`src/rtl/uart_pkg.sv`:
```
// Shared UART definitions: default bit timing for 27 MHz / 9600 baud and the
// receive state encoding, used by both the receive and transmit paths.
package uart_pkg;

  localparam int DELAY_FRAMES    = 2812;
  localparam int HALF_DELAY_WAIT = DELAY_FRAMES / 2;
  localparam int CNT_W           = 12;

  typedef enum logic [2:0] {
    IDLE,
    START,
    DATA,
    STOP,
    WAIT_HIGH
  } rx_state_e;

endpackage

```
`src/rtl/uart_rx_frame_if.sv`:
```
// Received-byte consumer interface: the receiver (master) presents bytes and
// status pulses, the consumer (slave) pops with rd_en.
interface uart_rx_frame_if;

  logic       rd_en;
  logic [7:0] data_out;
  logic       data_valid;
  logic       frame_err;
  logic       overrun;
  logic       busy;

  modport master (
    input  rd_en,
    output data_out, data_valid, frame_err, overrun, busy
  );

  modport slave (
    output rd_en,
    input  data_out, data_valid, frame_err, overrun, busy
  );

endinterface

```
`src/rtl/uart_rx_fifo.sv`:
```
// Show-ahead byte FIFO for the UART receiver; a push while full succeeds only
// when a pop happens on the same cycle.
module uart_rx_fifo #(
  parameter int DEPTH = 4,
  parameter int WIDTH = 8
) (
  input  logic             clk,
  input  logic             rst,
  input  logic             push,
  input  logic [WIDTH-1:0] din,
  input  logic             pop,
  output logic [WIDTH-1:0] dout,
  output logic             valid,
  output logic             full
);

  localparam int AW = $clog2(DEPTH);

  logic [WIDTH-1:0] mem [DEPTH];
  logic [AW-1:0]    wr_ptr, rd_ptr;
  logic [AW:0]      count;
  logic             do_push, do_pop;

  assign valid   = (count != '0);
  assign full    = (count == (AW + 1)'(DEPTH));
  assign do_pop  = pop & valid;
  assign do_push = push & (~full | do_pop);
  assign dout    = valid ? mem[rd_ptr] : '0;

  always_ff @(posedge clk or negedge rst) begin
    if (!rst) begin
      wr_ptr <= '0;
      rd_ptr <= '0;
      count  <= '0;
    end else begin
      if (do_push) wr_ptr <= wr_ptr + AW'(1);
      if (do_pop)  rd_ptr <= rd_ptr + AW'(1);
      case ({do_push, do_pop})
        2'b10:   count <= count + (AW + 1)'(1);
        2'b01:   count <= count - (AW + 1)'(1);
        default: count <= count;
      endcase
    end
  end

  // When full with a pop, the write lands in the slot being vacated.
  always_ff @(posedge clk) begin
    if (do_push) mem[wr_ptr] <= din;
  end

endmodule

```
`src/rtl/uart_rx_frame.sv`:
```
// 8N1 UART receiver with single-register byte storage, or a FIFO of
// FIFO_DEPTH entries when UART_RX_FIFO_EN is defined.
module uart_rx_frame
  import uart_pkg::*;
#(
  parameter int DELAY_FRAMES    = uart_pkg::DELAY_FRAMES,
  parameter int HALF_DELAY_WAIT = DELAY_FRAMES / 2,
  parameter int FIFO_DEPTH      = 4
) (
  input  logic            clk,
  input  logic            rst,
  input  logic            uart_rx,
  uart_rx_frame_if.master rx_if
);

  localparam logic [CNT_W-1:0] BIT_LAST  = CNT_W'(DELAY_FRAMES - 1);
  localparam logic [CNT_W-1:0] HALF_LAST = CNT_W'(HALF_DELAY_WAIT - 1);

  if ((FIFO_DEPTH < 2) || ((FIFO_DEPTH & (FIFO_DEPTH - 1)) != 0)) begin : g_depth_check
    $error("FIFO_DEPTH must be a power of two >= 2");
  end

  logic             rx_sync_p0, rx_sync_p1, rx_prev_p2;
  rx_state_e        state_q, state_d;
  logic [CNT_W-1:0] cnt_q, cnt_d;
  logic [2:0]       bit_idx_q, bit_idx_d;
  logic [7:0]       shift_q;
  logic             shift_en, push, frame_err_d, overrun_d;
  logic             frame_err_q, overrun_q;

  // Stage p0/p1: metastability synchronizer; p2: previous value for edge detect
  always_ff @(posedge clk or negedge rst) begin
    if (!rst) begin
      rx_sync_p0 <= 1'b1;
      rx_sync_p1 <= 1'b1;
      rx_prev_p2 <= 1'b1;
    end else begin
      rx_sync_p0 <= uart_rx;
      rx_sync_p1 <= rx_sync_p0;
      rx_prev_p2 <= rx_sync_p1;
    end
  end

  always_ff @(posedge clk or negedge rst) begin
    if (!rst) begin
      state_q     <= IDLE;
      cnt_q       <= '0;
      bit_idx_q   <= '0;
      frame_err_q <= 1'b0;
      overrun_q   <= 1'b0;
    end else begin
      state_q     <= state_d;
      cnt_q       <= cnt_d;
      bit_idx_q   <= bit_idx_d;
      frame_err_q <= frame_err_d;
      overrun_q   <= overrun_d;
    end
  end

  always_ff @(posedge clk) begin
    if (shift_en) shift_q <= {rx_sync_p1, shift_q[7:1]};
  end

  always_comb begin
    state_d     = state_q;
    cnt_d       = cnt_q;
    bit_idx_d   = bit_idx_q;
    shift_en    = 1'b0;
    push        = 1'b0;
    frame_err_d = 1'b0;
    case (state_q)
      IDLE: begin
        cnt_d     = '0;
        bit_idx_d = '0;
        if (rx_prev_p2 && !rx_sync_p1) state_d = START;
      end
      START: begin
        if (cnt_q == HALF_LAST) begin
          cnt_d     = '0;
          bit_idx_d = '0;
          state_d   = rx_sync_p1 ? IDLE : DATA;
        end else begin
          cnt_d = cnt_q + CNT_W'(1);
        end
      end
      DATA: begin
        if (cnt_q == BIT_LAST) begin
          cnt_d     = '0;
          shift_en  = 1'b1;
          bit_idx_d = bit_idx_q + 3'd1;
          if (bit_idx_q == 3'd7) state_d = STOP;
        end else begin
          cnt_d = cnt_q + CNT_W'(1);
        end
      end
      STOP: begin
        if (cnt_q == BIT_LAST) begin
          cnt_d = '0;
          if (rx_sync_p1) begin
            push    = 1'b1;
            state_d = IDLE;
          end else begin
            frame_err_d = 1'b1;
            state_d     = WAIT_HIGH;
          end
        end else begin
          cnt_d = cnt_q + CNT_W'(1);
        end
      end
      WAIT_HIGH: begin
        cnt_d = '0;
        if (rx_sync_p1) state_d = IDLE;
      end
      default: state_d = IDLE;
    endcase
  end

`ifdef UART_RX_FIFO_EN
  logic fifo_full;

  uart_rx_fifo #(
    .DEPTH (FIFO_DEPTH),
    .WIDTH (8)
  ) u_rx_fifo (
    .clk   (clk),
    .rst   (rst),
    .push  (push),
    .din   (shift_q),
    .pop   (rx_if.rd_en),
    .dout  (rx_if.data_out),
    .valid (rx_if.data_valid),
    .full  (fifo_full)
  );

  assign overrun_d = push & fifo_full & ~(rx_if.rd_en & rx_if.data_valid);
`else
  logic [7:0] hold_q;
  logic       hold_vld_q;

  // A push while the register is being read replaces the byte in place.
  always_ff @(posedge clk or negedge rst) begin
    if (!rst) begin
      hold_q     <= 8'h00;
      hold_vld_q <= 1'b0;
    end else if (push && (!hold_vld_q || rx_if.rd_en)) begin
      hold_q     <= shift_q;
      hold_vld_q <= 1'b1;
    end else if (rx_if.rd_en) begin
      hold_vld_q <= 1'b0;
    end
  end

  assign rx_if.data_out   = hold_q;
  assign rx_if.data_valid = hold_vld_q;
  assign overrun_d        = push & hold_vld_q & ~rx_if.rd_en;
`endif

  assign rx_if.frame_err = frame_err_q;
  assign rx_if.overrun   = overrun_q;
  assign rx_if.busy      = (state_q != IDLE);

endmodule

```
`src/flat_wrapper.sv`:
```
// flat-port wrapper written by rule: the top's interface ports become plain ports
module uart_rx_frame_flat import uart_pkg::*;
#(
  parameter int DELAY_FRAMES    = uart_pkg::DELAY_FRAMES,
  parameter int HALF_DELAY_WAIT = DELAY_FRAMES / 2,
  parameter int FIFO_DEPTH      = 4
)
  (clk, rst, uart_rx, rx_if_rd_en, rx_if_data_out, rx_if_data_valid, rx_if_frame_err, rx_if_overrun, rx_if_busy);
  uart_rx_frame_if rx_if_i ();
  input  logic clk;
  input  logic rst;
  input  logic uart_rx;
  input wire logic [$bits(rx_if_i.rd_en)-1:0] rx_if_rd_en;
  output wire logic [$bits(rx_if_i.data_out)-1:0] rx_if_data_out;
  output wire logic [$bits(rx_if_i.data_valid)-1:0] rx_if_data_valid;
  output wire logic [$bits(rx_if_i.frame_err)-1:0] rx_if_frame_err;
  output wire logic [$bits(rx_if_i.overrun)-1:0] rx_if_overrun;
  output wire logic [$bits(rx_if_i.busy)-1:0] rx_if_busy;
  assign rx_if_i.rd_en = rx_if_rd_en;
  assign rx_if_data_out = rx_if_i.data_out;
  assign rx_if_data_valid = rx_if_i.data_valid;
  assign rx_if_frame_err = rx_if_i.frame_err;
  assign rx_if_overrun = rx_if_i.overrun;
  assign rx_if_busy = rx_if_i.busy;
  uart_rx_frame #(.DELAY_FRAMES(DELAY_FRAMES), .HALF_DELAY_WAIT(HALF_DELAY_WAIT), .FIFO_DEPTH(FIFO_DEPTH)) u_core (.clk(clk), .rst(rst), .uart_rx(uart_rx), .rx_if(rx_if_i));
endmodule
```
`config.mk`:
```
export PLATFORM = sky130hd
export DESIGN_NAME = uart_rx_frame_flat
export DESIGN_NICKNAME = d
export VERILOG_FILES = /design/src/rtl/uart_pkg.sv /design/src/rtl/uart_rx_frame_if.sv /design/src/rtl/uart_rx_fifo.sv /design/src/rtl/uart_rx_frame.sv /design/src/flat_wrapper.sv
export SDC_FILE = /design/constraint.sdc
export NUM_CORES = 1
export LEC_CHECK = 0
export CORE_MARGIN = 5
export CORE_UTILIZATION = 40
export CTS_CLUSTER_SIZE = 40
export DETAILED_ROUTE_END_ITERATION = 12
export GPL_TIMING_DRIVEN = 0
export HOLD_SLACK_MARGIN = 0.15
export PLACE_DENSITY = 0.66
export SLEW_MARGIN = 30
export SYNTH_ARGS = -nofsm -noshare
export SYNTH_HDL_FRONTEND = slang
export SYNTH_SLANG_ARGS = --single-unit
export TNS_END_PERCENT = 30
```
`constraint.sdc`:
```
create_clock -name clk -period 5.9 [get_ports clk]
set_input_delay 1.18 -clock clk [delete_from_list [all_inputs] [get_ports clk]]
set_output_delay 1.18 -clock clk [all_outputs]
set_load 0.03 [all_outputs]
```
---- Word level (Yosys, flattened, before mapping) ----
Cells that the tools add are included.
storage, ports and cells
  flip-flop bits (word level) ............. 40
  latch bits .............................. 0
  memory bits (writable) .................. 0
  bits in read-only memories .............. 0
  bits of input ports ..................... 4
  output and inout bits ................... 12
  memories kept ........................... 0
operators by class
  $add $sub $neg .......................... 2
  multiply operators ...................... 0
  div/mod/pow operators ................... 0
  order comparisons ....................... 0
  equality and inequality tests ........... 13
  shifts and indexed selects .............. 0
  multiplexer cells ....................... 25
  bitwise gates (word level) .............. 3
  reduce and logical (&&, ||, !) cells .... 14
operators with widths
  kind                     count
  $pmux W12 S3             1
  $mux W3                  9
  $mux W12                 2
  $pmux W3 S5              1
  $add A12 B1 Y12 const B  1
  $eq A12 B11 Y1 const B   1
  $eq A12 B12 Y1 const B   1
  $ne A2 B1 Y1 const B     6
  $mux W1                  10
  $pmux W3 S3              1
  $reduce_bool A3 Y1       3
  $eq A3 B2 Y1 const B     2
  $eq A3 B3 Y1 const B     2
  $reduce_and A6 Y1        1
  $reduce_or A2 Y1         2
  $add A3 B1 Y3 const B    1
  $eq A3 B1 Y1 const B     1
  $logic_not A3 Y1         1
  $reduce_and A3 Y1        1
  $and A1 B1 Y1            2
  $logic_and A1 B1 Y1      2
  $logic_not A1 Y1         2
  $mux W2                  1
  $reduce_bool A2 Y1       1
  other kinds (2)          2

---- Depth between registers and ports, before layout ----
  depth after elaboration ................. 5
  gate-level depth with buffers ........... 8
  depth with buffers taken out ............ 7

---- Worst setup path before layout ----
OpenSTA, ideal clock, no wires.
  path type ............................... flip-flop to output port
  start point ............................. register u_core.state_q[1]
  end point ............................... output rx_if_busy
  data arrival time ....................... 1.067 ns
  required time ........................... 4.720 ns
  slack ................................... 3.653 ns
  cell stages (with the launch flop) ...... 5
  path buffers ............................ 2
  path through ............................ dfrtp_1 buf_2 buf_1 nor2_1 nand2_1
between the ends
  longest elaborated chain between the ends .. 1
RTL lines
  item                      RTL line              source
  start: declaration        uart_rx_frame.sv:24   rx_state_e state_q, state_d;
  start signal: assignment  uart_rx_frame.sv:52   state_q <= state_d;
  $reduce_bool A3 Y1        uart_rx_frame.sv:160  assign rx_if.busy = (state_q != IDLE);
  end: declaration          flat_wrapper.sv:18    output wire logic [$bits(rx_if_i.busy)-1:0] rx_if_busy;
Every way passes these cells.

---- Worst setup path in the final report ----
Same ends and word-level chain as after synthesis.

==> results.txt <==
The flow ran to the end, and the final reports show no timing, DRC or antenna violations. The sequential share of the synthesized area was 55.2%; the largest net degree at the start of global routing was 24. The tools report the quantity of hold-fixing buffers added after cts as 0. STA classifies the critical path endpoint as an output pin.

Traced cell by cell, the critical path runs through buf_2 > buf_1 > nor2_1 > nand2_1 > clkdlybuf4s50_1. The die is 78.8 microns wide. The data required time at the worst endpoint came out at 4720 ps. The largest stage delay on the critical path came out at 670 ps.

The finished layout holds 236 standard cells, fillers aside. Synthesis produced a netlist whose cell count is 158. The power per unit of standard cell area works out to 301 nW/um^2. The largest individual stage delay along the critical path comes from the cell sky130_fd_sc_hd__clkdlybuf4s50_1. The run gives 16 as the number of primary I/O pins. Classification of the worst-slack hold path: reg2reg. The most used flip-flop cell after synthesis is sky130_fd_sc_hd__dfrtp_1. The run gives 40.6% as the effective utilization at floorplan. Yosys attributes the largest share of cell area to sky130_fd_sc_hd__dfrtp_1 (38%), sky130_fd_sc_hd__edfxtp_1 (13%), sky130_fd_sc_hd__dfstp_2 (4.2%). The number of enable-type register cells in the synthesized netlist works out to 8.

Setup repair after global routing left no endpoint under its margin. The number of remaining DRC errors is 0, and the leakage power summed over all cells is 0.923 nW. The area growth from synthesis to layout was 17.6%; the average wire length per cell after detail routing was 14.8 microns.

In this run the tool buffered the top-level ports with 15 buffer cells. In the final layout, the share of cells above drive strength 1 is 22.5%. The final critical path takes up 55.0% of the cycle. The maximum net fanout on the critical path works out to 10. Including well taps, the total number of placed cells is 228. The most common cell in the synthesized netlist is sky130_fd_sc_hd__dfrtp_1. The tools report the placed wire-length estimate as 2.57 mm. Fill cells in the final layout number 409. The critical path in this run is classified as reg2out. Of all cell types, the one taking the most synthesized area is sky130_fd_sc_hd__dfrtp_1. For this design, the sink count on the clock tree is 40. The cell sitting at the root of the clock tree is a sky130_fd_sc_hd__clkbuf_8. In the routed layout, each cell is associated on average with a via count of 5.52. The commonest cells after synthesis are sky130_fd_sc_hd__dfrtp_1 (29), sky130_fd_sc_hd__nand2_1 (12), sky130_fd_sc_hd__nor2_1 (9).

Yosys printed 0 warnings. The final count of hold timing violations was 0. For the number of nets at the end of the flow, the log shows 189. The later pin in the worst-skew pair is clocked with a latency of 290 ps.

The logs give 50 for the number of violations reported at the end of detailed-routing iteration 0 and 1,295 for the via count of the first global-routing pass. The height of the die was 78.8 microns; the global-route total usage across every layer was 12.6%. Derived from the worst setup path, the maximum achievable clock frequency is 308 MHz. TritonCTS built the clock tree. The tools report the area of the core as 4660 sq um.

The worst-case IR drop observed on VDD is 0.156 mV. The logs give 0 ps for the setup TNS and 0 for the number of endpoints failing setup at the final stage. The worst path in the final design needs a cycle of 3250 ps, including I/O delays and setup. At the worst endpoint, the arrival time is 2070 ps. The number of nets in the synthesized netlist is 166. After synthesis, the netlist uses 50 different library cells. For the footprint of the flip-flops and latches, the log shows 1040 sq um. At the end of routability-driven placement, the weighted congestion stood at 0.881. Summing every instance area after synthesis gives 1890 sq um. The remaining global-route overflow is 0.

Post-cts gate resize count: 0. The clock-pin transition on the worst setup and hold timing paths is 80 ps, and the number of detailed-route iterations in the first pass is 4. The worst setup path is launched from a flop. The slew at the pin closest to its max-slew limit works out to 737 ps.

The final routed wirelength across all metal layers was 3.50 mm. After synthesis, the mean cell area works out to 12.0 sq um. The TritonCTS buffer count came out at 5. The count of pins over their slew limit is 0, and the initial antenna violation count is 0. Summed over its instances, the top area cell type makes up 38.3% of the synthesized netlist area.

For this run, asynchronously set or reset flops after synthesis account for 80.0%. Across the run, the number of max-cap violations was 0. The placement row count was 25; the headroom to the max-slew limit was 50.6%. The largest clock skew in the final design was 4.35 ps. The multi-input combinational cells in the finished layout cover a total of 793 sq um. Post-CTS timing repair inserted 0 buffers for setup. The first global-routing pass estimated 6.15 mm of wire. For the area of the die, the log shows 6210 sq um. For the count of antenna diodes in the layout, the log shows 0.

The total vias in the final route was 1,302; the number of buffers on the longest clock path was 2. The detail route stage leaves a number of antenna-violating nets equal to 0. The maximum level of the CTS H-tree is 2. In this run, synthesis produced a sequential element count of 40.
cell usage in the layout (no fill, tap or decap), drive strengths merged, types with 2 or more instances in the layout:
master          n
dfrtp          29
nor2           17
clkdlybuf4s50  14
nand2          12
mux2            9
edfxtp          8
clkbuf          8
xnor2           7
o21ai           7
nand4           6
buf             6
inv             5
nor3            5
ha              4
nor4            4
nand2b          3
a21oi           3
dfstp           3
o31ai           3
clkinv          3
and4            2
o21a            2
a22o            2
and2            2
worst max-delay path: cells and delay by family, from the launching register on:
kind | cells | cell delay, ps
simple gates | 2 | 220
flops | 1 | 320
buf+inv | 3 | 1240
stage by stage:
step	total power, mW	hold slack (ps)	area, sq um	worst slack (ps)	utilization [%]
5_1_grt	0.711	366	2230	2540	47.8
4_1_cts	0.677	361	2230	2660	47.8
3_3_place_gp	0.488	350	2110	3000	45.3
3_5_place_dp	0.496	349	2140	3000	45.9
6_report	0.669	359	2230	2650	47.8
2_1_floorplan	0.449	345	1890	3650	-
per-layer routing:
metal	global-route usage, %	up-vias	share of wire, %
met3	3.74	7	4.9
met4	4.12	0	1.4
li1	-	616	-
met5	0	-	0
met2	21.3	38	49
met1	15.3	641	44
final timing paths:
path | cells past startpoint | start | endpoint | slack, ps
setup / recovery | 5 | u_core.state_q[1]$_DFFE_PN0P_ | rx_if_busy | 2650
hold / removal | 0 | u_core.rx_sync_p0$_DFF_PN1_ | u_core.rx_sync_p1$_DFF_PN1_ | 360
setup reg to reg | 4 | u_core.cnt_q[0]$_DFFE_PN0P_ | u_core.shift_q[7]$_DFFE_PP_ | 3670
hold reg to reg | 0 | u_core.rx_sync_p0$_DFF_PN1_ | u_core.rx_sync_p1$_DFF_PN1_ | 360
max in group asynchronous | 2 | rst | u_core.rx_sync_p1$_DFF_PN1_ | 4670
min in group asynchronous | 1 | rst | u_core.bit_idx_q[2]$_DFFE_PN0P_ | 750
logic make-up (layout without fill, tap and decap cells):
| group | Yosys count | count (layout) | share of synthesized area [%] |
|---|---|---|---|
| compound gates | 27 | 27 | 11.1 |
| xor+xnor | 8 | 8 | 3.70 |
| simple gates | 57 | 57 | 18.3 |
| flops | 40 | 40 | 55.2 |
| fa+ha+maj | 4 | 4 | 2.64 |
| buf+inv | 12 | 36 | 3.24 |
| mux | 10 | 10 | 5.88 |
where the power goes:
group	internal (mW)	switching (mW)
clock network	0.0823	0.0945
registers	0.295	0.0145
logic	0.0709	0.112
sequential cells by signal, indices dropped and copies added (netlist names):
register,cells
u_core.rx_if.data_valid,1
u_core.shift_q,8
u_core.rx_if.data_out,8
u_core.cnt_q,12
u_core.state_q,3
u_core.rx_prev_p2,1
u_core.bit_idx_q,3
u_core.rx_if.overrun,1
u_core.rx_sync_p1,1
u_core.rx_if.frame_err,1
u_core.rx_sync_p0,1
layout make-up:
type,count,share of cell area (%)
Timing Repair Buffer,16,7.75
Buffer,7,1.91
Clock inverter,3,0.843
Clock buffer,5,3.09
Tap cell,54,3.03
Sequential cell,40,46.9
Multi-Input combinational cell,106,35.6
Inverter,5,0.843
Note: power is estimated with default switching activity, not from simulation.
